[src/rtl/result_stream_fpga2hps.sv]
// Streams the n*n valid bytes of a captured 200-bit result matrix to the HPS over valid/ready.
// Optional RESULT_STREAM_CHECKSUM_EN appends one XOR checksum beat after the last element.
module result_stream_fpga2hps #(
    parameter int ELEM_W = 8,
    parameter int MAT_W  = 200
) (
    input  logic              clk,
    input  logic              rst_n,
    input  logic              load,
    input  logic [MAT_W-1:0]  matrix_in,
    input  logic [1:0]        size,
    output logic              busy,
    output logic [ELEM_W-1:0] data_out,
    output logic              data_valid,
    input  logic              data_ready,
    output logic              data_last,
    output logic              done
);
    localparam int N_ELEM = MAT_W / ELEM_W;

`ifdef RESULT_STREAM_CHECKSUM_EN
    typedef enum logic [1:0] {IDLE = 2'd0, SEND = 2'd1, CHK = 2'd2, DONE = 2'd3} state_t;
`else
    typedef enum logic [1:0] {IDLE = 2'd0, SEND = 2'd1, DONE = 2'd3} state_t;
`endif

    state_t             state_reg, state_next;
    logic [4:0]         idx_reg, idx_next;
    logic [4:0]         last_idx_reg, last_idx_next;
    logic [MAT_W-1:0]   shadow_reg, shadow_next;
    logic [ELEM_W-1:0]  elem [N_ELEM];
`ifdef RESULT_STREAM_CHECKSUM_EN
    logic [ELEM_W-1:0]  csum_reg, csum_next;
`endif

    // Row-major view of the shadow register: element 0 sits in the top byte.
    generate
        for (genvar gi = 0; gi < N_ELEM; gi++) begin : g_elem
            assign elem[gi] = shadow_reg[MAT_W-1-ELEM_W*gi -: ELEM_W];
        end
    endgenerate

    always_ff @(posedge clk or negedge rst_n) begin
        if (!rst_n) begin
            state_reg    <= IDLE;
            idx_reg      <= '0;
            last_idx_reg <= '0;
            shadow_reg   <= '0;
`ifdef RESULT_STREAM_CHECKSUM_EN
            csum_reg     <= '0;
`endif
        end else begin
            state_reg    <= state_next;
            idx_reg      <= idx_next;
            last_idx_reg <= last_idx_next;
            shadow_reg   <= shadow_next;
`ifdef RESULT_STREAM_CHECKSUM_EN
            csum_reg     <= csum_next;
`endif
        end
    end

    always_comb begin
        state_next    = state_reg;
        idx_next      = idx_reg;
        last_idx_next = last_idx_reg;
        shadow_next   = shadow_reg;
`ifdef RESULT_STREAM_CHECKSUM_EN
        csum_next     = csum_reg;
`endif
        case (state_reg)
            IDLE: begin
                if (load) begin
                    state_next  = SEND;
                    shadow_next = matrix_in;
                    idx_next    = '0;
`ifdef RESULT_STREAM_CHECKSUM_EN
                    csum_next   = '0;
`endif
                    // last index = (size+2)^2 - 1
                    case (size)
                        2'b00:   last_idx_next = 5'd3;
                        2'b01:   last_idx_next = 5'd8;
                        2'b10:   last_idx_next = 5'd15;
                        default: last_idx_next = 5'd24;
                    endcase
                end
            end
            SEND: begin
                if (data_ready) begin
`ifdef RESULT_STREAM_CHECKSUM_EN
                    csum_next = csum_reg ^ elem[idx_reg];
`endif
                    if (idx_reg == last_idx_reg) begin
                        idx_next = '0;
`ifdef RESULT_STREAM_CHECKSUM_EN
                        state_next = CHK;
`else
                        state_next = DONE;
`endif
                    end else begin
                        idx_next = idx_reg + 5'd1;
                    end
                end
            end
`ifdef RESULT_STREAM_CHECKSUM_EN
            CHK: begin
                if (data_ready) state_next = DONE;
            end
`endif
            DONE:    state_next = IDLE;
            default: state_next = IDLE;
        endcase
    end

    // Every output is a decode of registered state, so ready never reaches valid combinationally.
    always_comb begin
        busy       = (state_reg != IDLE);
        data_valid = 1'b0;
        data_out   = '0;
        data_last  = 1'b0;
        done       = (state_reg == DONE);
        if (state_reg == SEND) begin
            data_valid = 1'b1;
            data_out   = elem[idx_reg];
`ifndef RESULT_STREAM_CHECKSUM_EN
            data_last  = (idx_reg == last_idx_reg);
`endif
        end
`ifdef RESULT_STREAM_CHECKSUM_EN
        if (state_reg == CHK) begin
            data_valid = 1'b1;
            data_out   = csum_reg;
            data_last  = 1'b1;
        end
`endif
    end

endmodule
[config.mk]
export PLATFORM = sky130hd
export DESIGN_NAME = result_stream_fpga2hps
export DESIGN_NICKNAME = d
export VERILOG_FILES = /design/src/rtl/result_stream_fpga2hps.sv
export SDC_FILE = /design/constraint.sdc
export NUM_CORES = 1
export LEC_CHECK = 0
export BUFFER_PORTS_ARGS = -buffer_cell sky130_fd_sc_hd__buf_2
export CAP_MARGIN = 20
export CORE_ASPECT_RATIO = 0.75
export CORE_MARGIN = 3
export CORE_UTILIZATION = 25
export CTS_CLUSTER_SIZE = 30
export DETAILED_ROUTE_END_ITERATION = 10
export PLACE_DENSITY_LB_ADDON = 0.08
export SYNTH_ARGS = -nofsm -noshare
export SYNTH_HDL_FRONTEND = slang
export SYNTH_SLANG_ARGS = --single-unit
[constraint.sdc]
create_clock -name clk -period 2.41 [get_ports clk]
set_input_delay 0.241 -clock clk [delete_from_list [all_inputs] [get_ports clk]]
set_output_delay 0.241 -clock clk [all_outputs]
set_load 0.02 [all_outputs]
Word level (Yosys, flattened, before mapping)

Cells that the tools add are included.
W data, S select, Z words.

Shifts and indexed selects: 0
Bitwise gates (word level): 1
Reductions and logical operators: 7
Muxes and demuxes: 15
Equality and inequality tests: 8
Divide/modulo/power cells: 0
Add/sub/neg operators: 1
Magnitude comparators: 1
Multiply operators: 0

Operators with widths:

| kind                  | number |
|---|---|
| $bmux W8 S5           | 1 |
| $mux W8               | 3 |
| $mux W5               | 3 |
| $pmux W5 S3           | 1 |
| $pmux W5 S2           | 1 |
| $ge A6 B6 Y1 const B  | 1 |
| $mux W2               | 3 |
| $not A5 Y6            | 1 |
| $reduce_and A3 Y1     | 2 |
| $add A5 B1 Y5 const B | 1 |
| $eq A5 B5 Y1          | 1 |
| $eq A2 B1 Y1 const B  | 2 |
| $eq A2 B2 Y1 const B  | 2 |
| $logic_not A2 Y1      | 2 |
| $ne A2 B2 Y1 const B  | 2 |
| $pmux W2 S2           | 1 |
| $reduce_bool A2 Y1    | 2 |
| $mux W1               | 2 |
| $ne A2 B1 Y1 const B  | 1 |
| $reduce_and A2 Y1     | 1 |

Memory bits (read-only): 0
Memories: 0
Latch bits: 0
Bits in writable memories: 0
Logic and storage cells: 37
Register bits after elaboration: 212
Input bits: 206
Output and inout bits: 12

Longest topological paths before layout

Gate-level depths: netlist (run 1).

Word-level depth: 5
Mapped depth: 8
Gate-level depth less buffers: 5

Least setup slack after synthesis (run 1)

OpenSTA, ideal clock, no wires.

Path kind: reg2out
Start point: reg idx_reg[0]
End point: out data_out[0]
Arrival time: 1.758 ns
Buffers on the path: 3
Data required time: 2.169 ns
Slack: 0.411 ns
Cell stages (with the launch flop): 8
Path through: dfrtp_1 > buf_2 > buf_6 > buf_6 > nor4b_4 > nand2_1 > a21oi_1 > a2bb2oi_1

Word-level cells in the longest chain between the ends: 5

Ends and longest elaborated chain:

| what                                       | RTL line | text |
|---|---|---|
| start: declaration                         | 28       | `logic [4:0] idx_reg, idx_next;` |
| start signal: assignment                   | 54       | `idx_reg <= idx_next;` |
| $not A5 Y6 (not written as such)           | 125      | `data_out = elem[idx_reg];` |
| $bmux W8 S5                                | 125      |  |
| $mux W8 (not written as such) (2 in a row) | 125      |  |
| $mux W8                                    | 123      | `if (state_reg == SEND) begin` |
| end: declaration                           | 13       | `output logic [ELEM_W-1:0] data_out,` |

Every way passes these cells. The select of a mux whose other input is x is not followed.

Worst setup path after layout (run 1)

Start point: reg idx_reg[0]
End point: out data_out[1]

The elaborated chain is that of the path after synthesis.

==> results of run 1 <==
[kinds of logic (layout without fill, tap and decap cells)]
| group | after synthesis | in the layout | share of synthesized area [%] |
|---|---|---|---|
| AOI/OAI and AO/OA | 66 | 66 | 4.77 |
| xor gates and xnor gates | 6 | 6 | 0.537 |
| adders and majority gates | 1 | 1 | 0.128 |
| buffers and inverters | 51 | 535 | 3.57 |
| DFF | 211 | 211 | 53.9 |
| muxes | 273 | 273 | 34.0 |
| other | 0 | 2 | 0 |
| and+or+nand+nor | 53 | 53 | 3.11 |
[layout by cell type (no fill, tap or decap), drive strengths merged, types with 3 or more instances in the layout]
master	count
inv	4
a22o	8
nor2	13
mux2	232
nor4b	3
o21ai	5
a21oi	19
a22oi	8
a221o	8
nand2	12
clkinv	7
mux4	24
nand2b	3
dlygate4sd3	205
nor2b	3
dfrtp	211
nor3	10
clkbuf	38
o22ai	8
buf	279
mux2i	17
xnor2	6
a2bb2oi	8
[Yosys cell counts (all sizes together), types with 2 or more instances]
| master | instances |
|---|---|
| mux2 | 232 |
| dfrtp | 211 |
| buf | 44 |
| mux4 | 24 |
| a21oi | 19 |
| mux2i | 17 |
| nor2 | 13 |
| nand2 | 12 |
| nor3 | 10 |
| a221o | 8 |
| a22o | 8 |
| a22oi | 8 |
| a2bb2oi | 8 |
| o22ai | 8 |
| xnor2 | 6 |
| o21ai | 5 |
| inv | 4 |
| clkbuf | 3 |
| nand2b | 3 |
| nor2b | 3 |
| nor4b | 3 |
| and2 | 2 |
| nand3 | 2 |
| nor3b | 2 |
[metal layers]
metal / global-route usage [%] / up-vias / share of wire [%]
li1: - / 3397 / -
met2: 23.9 / 140 / 45
met3: 3.66 / 37 / 4.7
met4: 3.29 / 0 / 2.0
met5: 0 / - / 0
met1: 22.2 / 3618 / 48
[final timing paths]
kind | slack, ns | to | cells after the start
max | -0.36 | data_out[1] | 8
max reg2reg | 0.16 | idx_reg[3] | 9
min | 0.24 | elem[19] | 2
min reg2reg | 0.48 | elem[76] | 1
max in group asynchronous | 1.44 | elem[52] | 3
min in group clk | 0.45 | elem[82] | 3
[per-stage QoR]
step	instance area (sq um)	hold WS, ns	std cells
floorplan	9790	-0.0546	661
global placement	11600	0.245	1378
detailed placement	11600	0.234	1378
CTS	14800	0.238	1647
global route	15200	0.260	1659
finish	15200	0.240	1659
[final cells by class]
class	count	share of cell area, %
tap	512	4.23
antenna	2	0.0330
clock inverter	8	0.281
inverter	4	0.0991
clock buffer	37	5.10
timing repair buffer	486	26.1
multi-input combinational	399	29.2
sequential	211	34.9
[repair_timing]
item | 4_1_cts | 5_1_grt
setup endpoints to repair | 9 | 9
gates cloned | 3 | 1
hold buffers | 205 | 0
gates resized for setup | 42 | 39
buffers inserted | 16 | 9
pin swaps | 8 | 21
hold endpoints to repair | 262 | 0
[where the power goes]
group          internal (mW)  total, mW  switching (mW)
logic                   4.82       8.57            3.75
clock network           2.21       3.77            1.56
registers               5.28       6.29            1.01
==> flow_summary.toml, run 1 <==
[outcome]
status = "complete, but fails checks"
violations = "setup timing"

[cts]
cts_tree = "built"
root_buffer = "clkbuf_16"
clk_latency_ns = 0.55
cts_htree_levels = 1
cts_buffers = 26
clock-sinks = 211
clk_pin_slew_ns = 0.06
clockBufferDepth = 3

[die]
dieWidth_microns = 234
initial_core_util_pct = 25.4
die_area_sq_um = 41600
pin_count = 218
die_y_microns = 177
core_sq_um = 38500
core.rowCount = 62

[finish]
multi_input_area_sq_um = 4430
fin_nets = 1335
areaGrowthSynthToFinish_pct = 54.8
layout-drive-gt1-share_pct = 45.9
fill_cells = 3752
seqCellArea_sq_um = 5290
fin_util_pct = 39.4
largest_reg_flops = 200

[synth]
synth-edff-count = 0
seq_area_frac_synth_pct = 53.9
syn_nets = 868
synthFlopType = "dfrtp_1"
netlist_area_sq_um = 9790
synth_cell_types = 39
yosysTopAreaCellShare_pct = 53.9
synth_seq_cells = 211
ys_warn_count = 0
avgSynthCellArea_sq_um = 14.8
async_flop_share_pct = 100
synth.area.top_cells = "dfrtp_1, mux2_2, mux2_1"
yosysTopAreaCell = "dfrtp_1"
syn-instance-count = 661

[critical_path]
critical_path.cell_chain = "buf_12 > buf_12 > bufbuf_16 > mux2_2 > o22ai_2 > nor3_2 > a2bb2oi_2 > buf_6"
crit_path_end_kind = "output port"
slowest_delay_ns = 0.54
crit_required_ns = 2.17
worstReg2RegStart = "idx_reg[0]"
path_delay_family = "buffers and inverters"
path_class = "flip-flop to output port"
cp_max_fo = 6
arrival_ns = 2.53
worstPathBufferInverterCount = 4
setup.worst_path.start = "idx_reg[0]"
worst_path_most_repeated_cell = "buf_12"
crit_path_top_delay_cell = "dfrtp_4"
start_kind = "flip-flop"

[global_route]
first_global_vias = 7928
grt_max_degree = 82
track_usage_pct = 15.5
grt_overflow = 0
antenna_found_initial = 2
grt_pass1_wl_microns = 49000

[sta]
rsz0062_at_grt = "yes"
tightest_slew_ns = 0.663
relSlewSlack_pct = 55.8
hold_viol_final = 0
fmax_ghz = 0.361
fin_worst_skew_ns = 0.0111
fin_crit_ns = 2.77
finalSetupViolCount = 9
tns_ns = -2.75
finalMaxSlewViolations = 0
period_share_pct = 115
worst_slack_ns = -0.361

[placement]
dp_hpwl_microns = 21900
gp_congestion = 0.700
dp_worst_setup_slack_ns = -0.00882
io_buffers = 217

[detailed_routing]
wl_microns = 32300
drc_errors = 0
wl_per_cell_microns = 19.4
ant_nets = 0
drt-pass1-iter-count = 5
first_iter_violations = 201
via_count = 7192
routed_via_density = 4.34

[power]
p_total_mw = 18.6
peakVddDrop_v = 0.000499
total_leakage_power_nw = 6.70
power_density_nw_per_um2 = 1230

[min_path]
hp-class = "input pin to async pin"

[run]
maxCapViolations = 0
(Power assumes the default switching activity.)
==> inputs of run 2 (changes only) <==
--- a/config.mk
+++ b/config.mk
@@ -10,6 +10,7 @@
 export CORE_ASPECT_RATIO = 0.75
 export CORE_MARGIN = 3
 export CORE_UTILIZATION = 25
+export CTS_BUF_LIST = sky130_fd_sc_hd__clkbuf_4 sky130_fd_sc_hd__clkbuf_8 sky130_fd_sc_hd__clkbuf_16
 export CTS_CLUSTER_SIZE = 30
 export DETAILED_ROUTE_END_ITERATION = 10
 export PLACE_DENSITY_LB_ADDON = 0.08
==> flow_summary.toml, run 2 (synthesis results as in run 1) <==
[critical_path]
r2r_cells = 9
crit_path_end_kind = "output port"
crit_required_ns = 2.17
cp_max_fo = 6
r2r_slack_ns = 0.17
cp-endpoint = "data_out[2]"
setup.worst_path.start = "idx_reg[0]"
arrival_ns = 2.53
path_class = "flip-flop to output port"
worstReg2RegStart = "idx_reg[0]"
reg2reg_to = "idx_reg[3]"
start_kind = "flip-flop"

[detailed_routing]
wl_microns = 32200
first_iter_violations = 182
ant_nets = 0
drt-pass1-iter-count = 7
routed_via_density = 4.34
drc_errors = 0
via_count = 7205
wl_per_cell_microns = 19.4

[global_route]
grt_max_degree = 82
antenna_found_initial = 2
grt_overflow = 0
first_global_vias = 7928
grt_pass1_wl_microns = 49000
track_usage_pct = 15.5

[sta]
hold_viol_final = 0
relSlewSlack_pct = 56.0
rsz0062_at_grt = "yes"
worst_slack_ns = -0.361
period_share_pct = 115
fin_crit_ns = 2.77
finalMaxSlewViolations = 0
tightest_slew_ns = 0.660
finalSetupViolCount = 9
fmax_ghz = 0.361
fin_worst_skew_ns = 0.0124

[placement]
io_buffers = 217
dp_worst_setup_slack_ns = -0.00882
dp_hpwl_microns = 21900
gp_congestion = 0.700

[power]
clkPwrFrac_pct = 20.4
comb_power_share_pct = 45.9
p_sw_share_pct = 33.9
seqPwrFrac_pct = 33.7
peakVddDrop_v = 0.000500
p_int_mw = 12.4
power_density_nw_per_um2 = 1230
p_total_mw = 18.7
p_switching_mw = 6.32
total_leakage_power_nw = 6.71

[die]
pin_count = 218
core_sq_um = 38500
dieWidth_microns = 234
die_y_microns = 177
core.rowCount = 62
die_area_sq_um = 41600
initial_core_util_pct = 25.4

[cts]
clk_pin_slew_ns = 0.06
root_buffer = "clkbuf_16"
clockBufferDepth = 3
cts_htree_levels = 1
cts_buffers = 26
clock-sinks = 211
clk_latency_ns = 0.55
cts_tree = "built"

[finish]
largest_reg_flops = 200
areaGrowthSynthToFinish_pct = 54.9
fill_cells = 3749
layout_commonest_cell = "dfrtp_1"
final_cell_mix = "dfrtp_1, buf_2, dlygate4sd3_1"
fin_nets = 1335
layout-drive-gt1-share_pct = 46.2

[min_path]
hp-class = "input pin to async pin"

[outcome]
violations = "setup timing"
status = "complete, but fails checks"

[run]
maxCapViolations = 0
-- run 2: worst min-delay path by stage --
stage           from        to  slack [ns]  depth (start not counted)
2_1_floorplan  rst_n   elem[0]       -0.05                          0
3_5_place_dp   rst_n  elem[19]        0.23                          1
5_1_grt        rst_n  elem[19]        0.26                          2
3_3_place_gp   rst_n  elem[19]        0.24                          1
4_1_cts        rst_n  elem[19]        0.24                          2
6_report       rst_n  elem[19]        0.24                          2
-- run 2: cell type report --
class / count / area (sq um) / area share (%)
clock inverter: 8 / 42.5 / 0.281
clock buffer: 37 / 788 / 5.20
tap: 512 / 641 / 4.22
timing repair buffer: 486 / 3960 / 26.1
sequential: 211 / 5290 / 34.8
multi-input combinational: 399 / 4430 / 29.2
inverter: 4 / 15.0 / 0.0990
antenna: 2 / 5.00 / 0.0330
-- run 2: power groups by stage --
| stage | Clock, mW | Combinational (mW) | Sequential (mW) |
|---|---|---|---|
| after global placement | 0 | 6.65 | 6.44 |
| after detailed placement | 0 | 6.74 | 6.38 |
| after CTS | 3.98 | 7.94 | 6.32 |
| after global routing | 4.13 | 9.22 | 6.54 |
| after floorplan | 0 | 4.75 | 5.84 |
| final | 3.82 | 8.56 | 6.29 |
-- run 2: routing by layer --
metal | share of wire, % | vias to the layer above | global-route usage (%)
met5 | 0 | - | 0
met4 | 2.0 | 0 | 3.29
met3 | 4.7 | 37 | 3.66
met2 | 45 | 141 | 23.9
met1 | 48 | 3629 | 22.2
li1 | - | 3398 | -
-- run 2: stage by stage --
stage	hold WS (ns)	cells	util (%)	TNS (ns)	area, sq um
6_report	0.239	1659	39.4	-2.73	15200
5_1_grt	0.260	1659	39.4	-3.50	15200
4_1_cts	0.238	1647	38.6	-2.92	14900
3_5_place_dp	0.234	1378	30.0	-0.00882	11600
3_3_place_gp	0.245	1378	30.0	0	11600
2_1_floorplan	-0.0546	661	-	0	9790
-- run 2: what timing repair did --
item | in CTS | in global routing
hold buffers | 205 | 0
hold endpoints to repair | 262 | 0
setup endpoints to repair | 9 | 9
buffers inserted | 16 | 9
gates cloned | 3 | 1
resized for setup | 42 | 39
pin swaps | 8 | 21
-- run 2: critical path, cell delays in order (launching register included) --
cell	delay [ns]
dfrtp_4	0.55
buf_12	0.15
buf_12	0.12
bufbuf_16	0.26
mux2_4	0.21
o22ai_4	0.07
nor3_2	0.23
a2bb2oi_2	0.24
buf_6	0.15
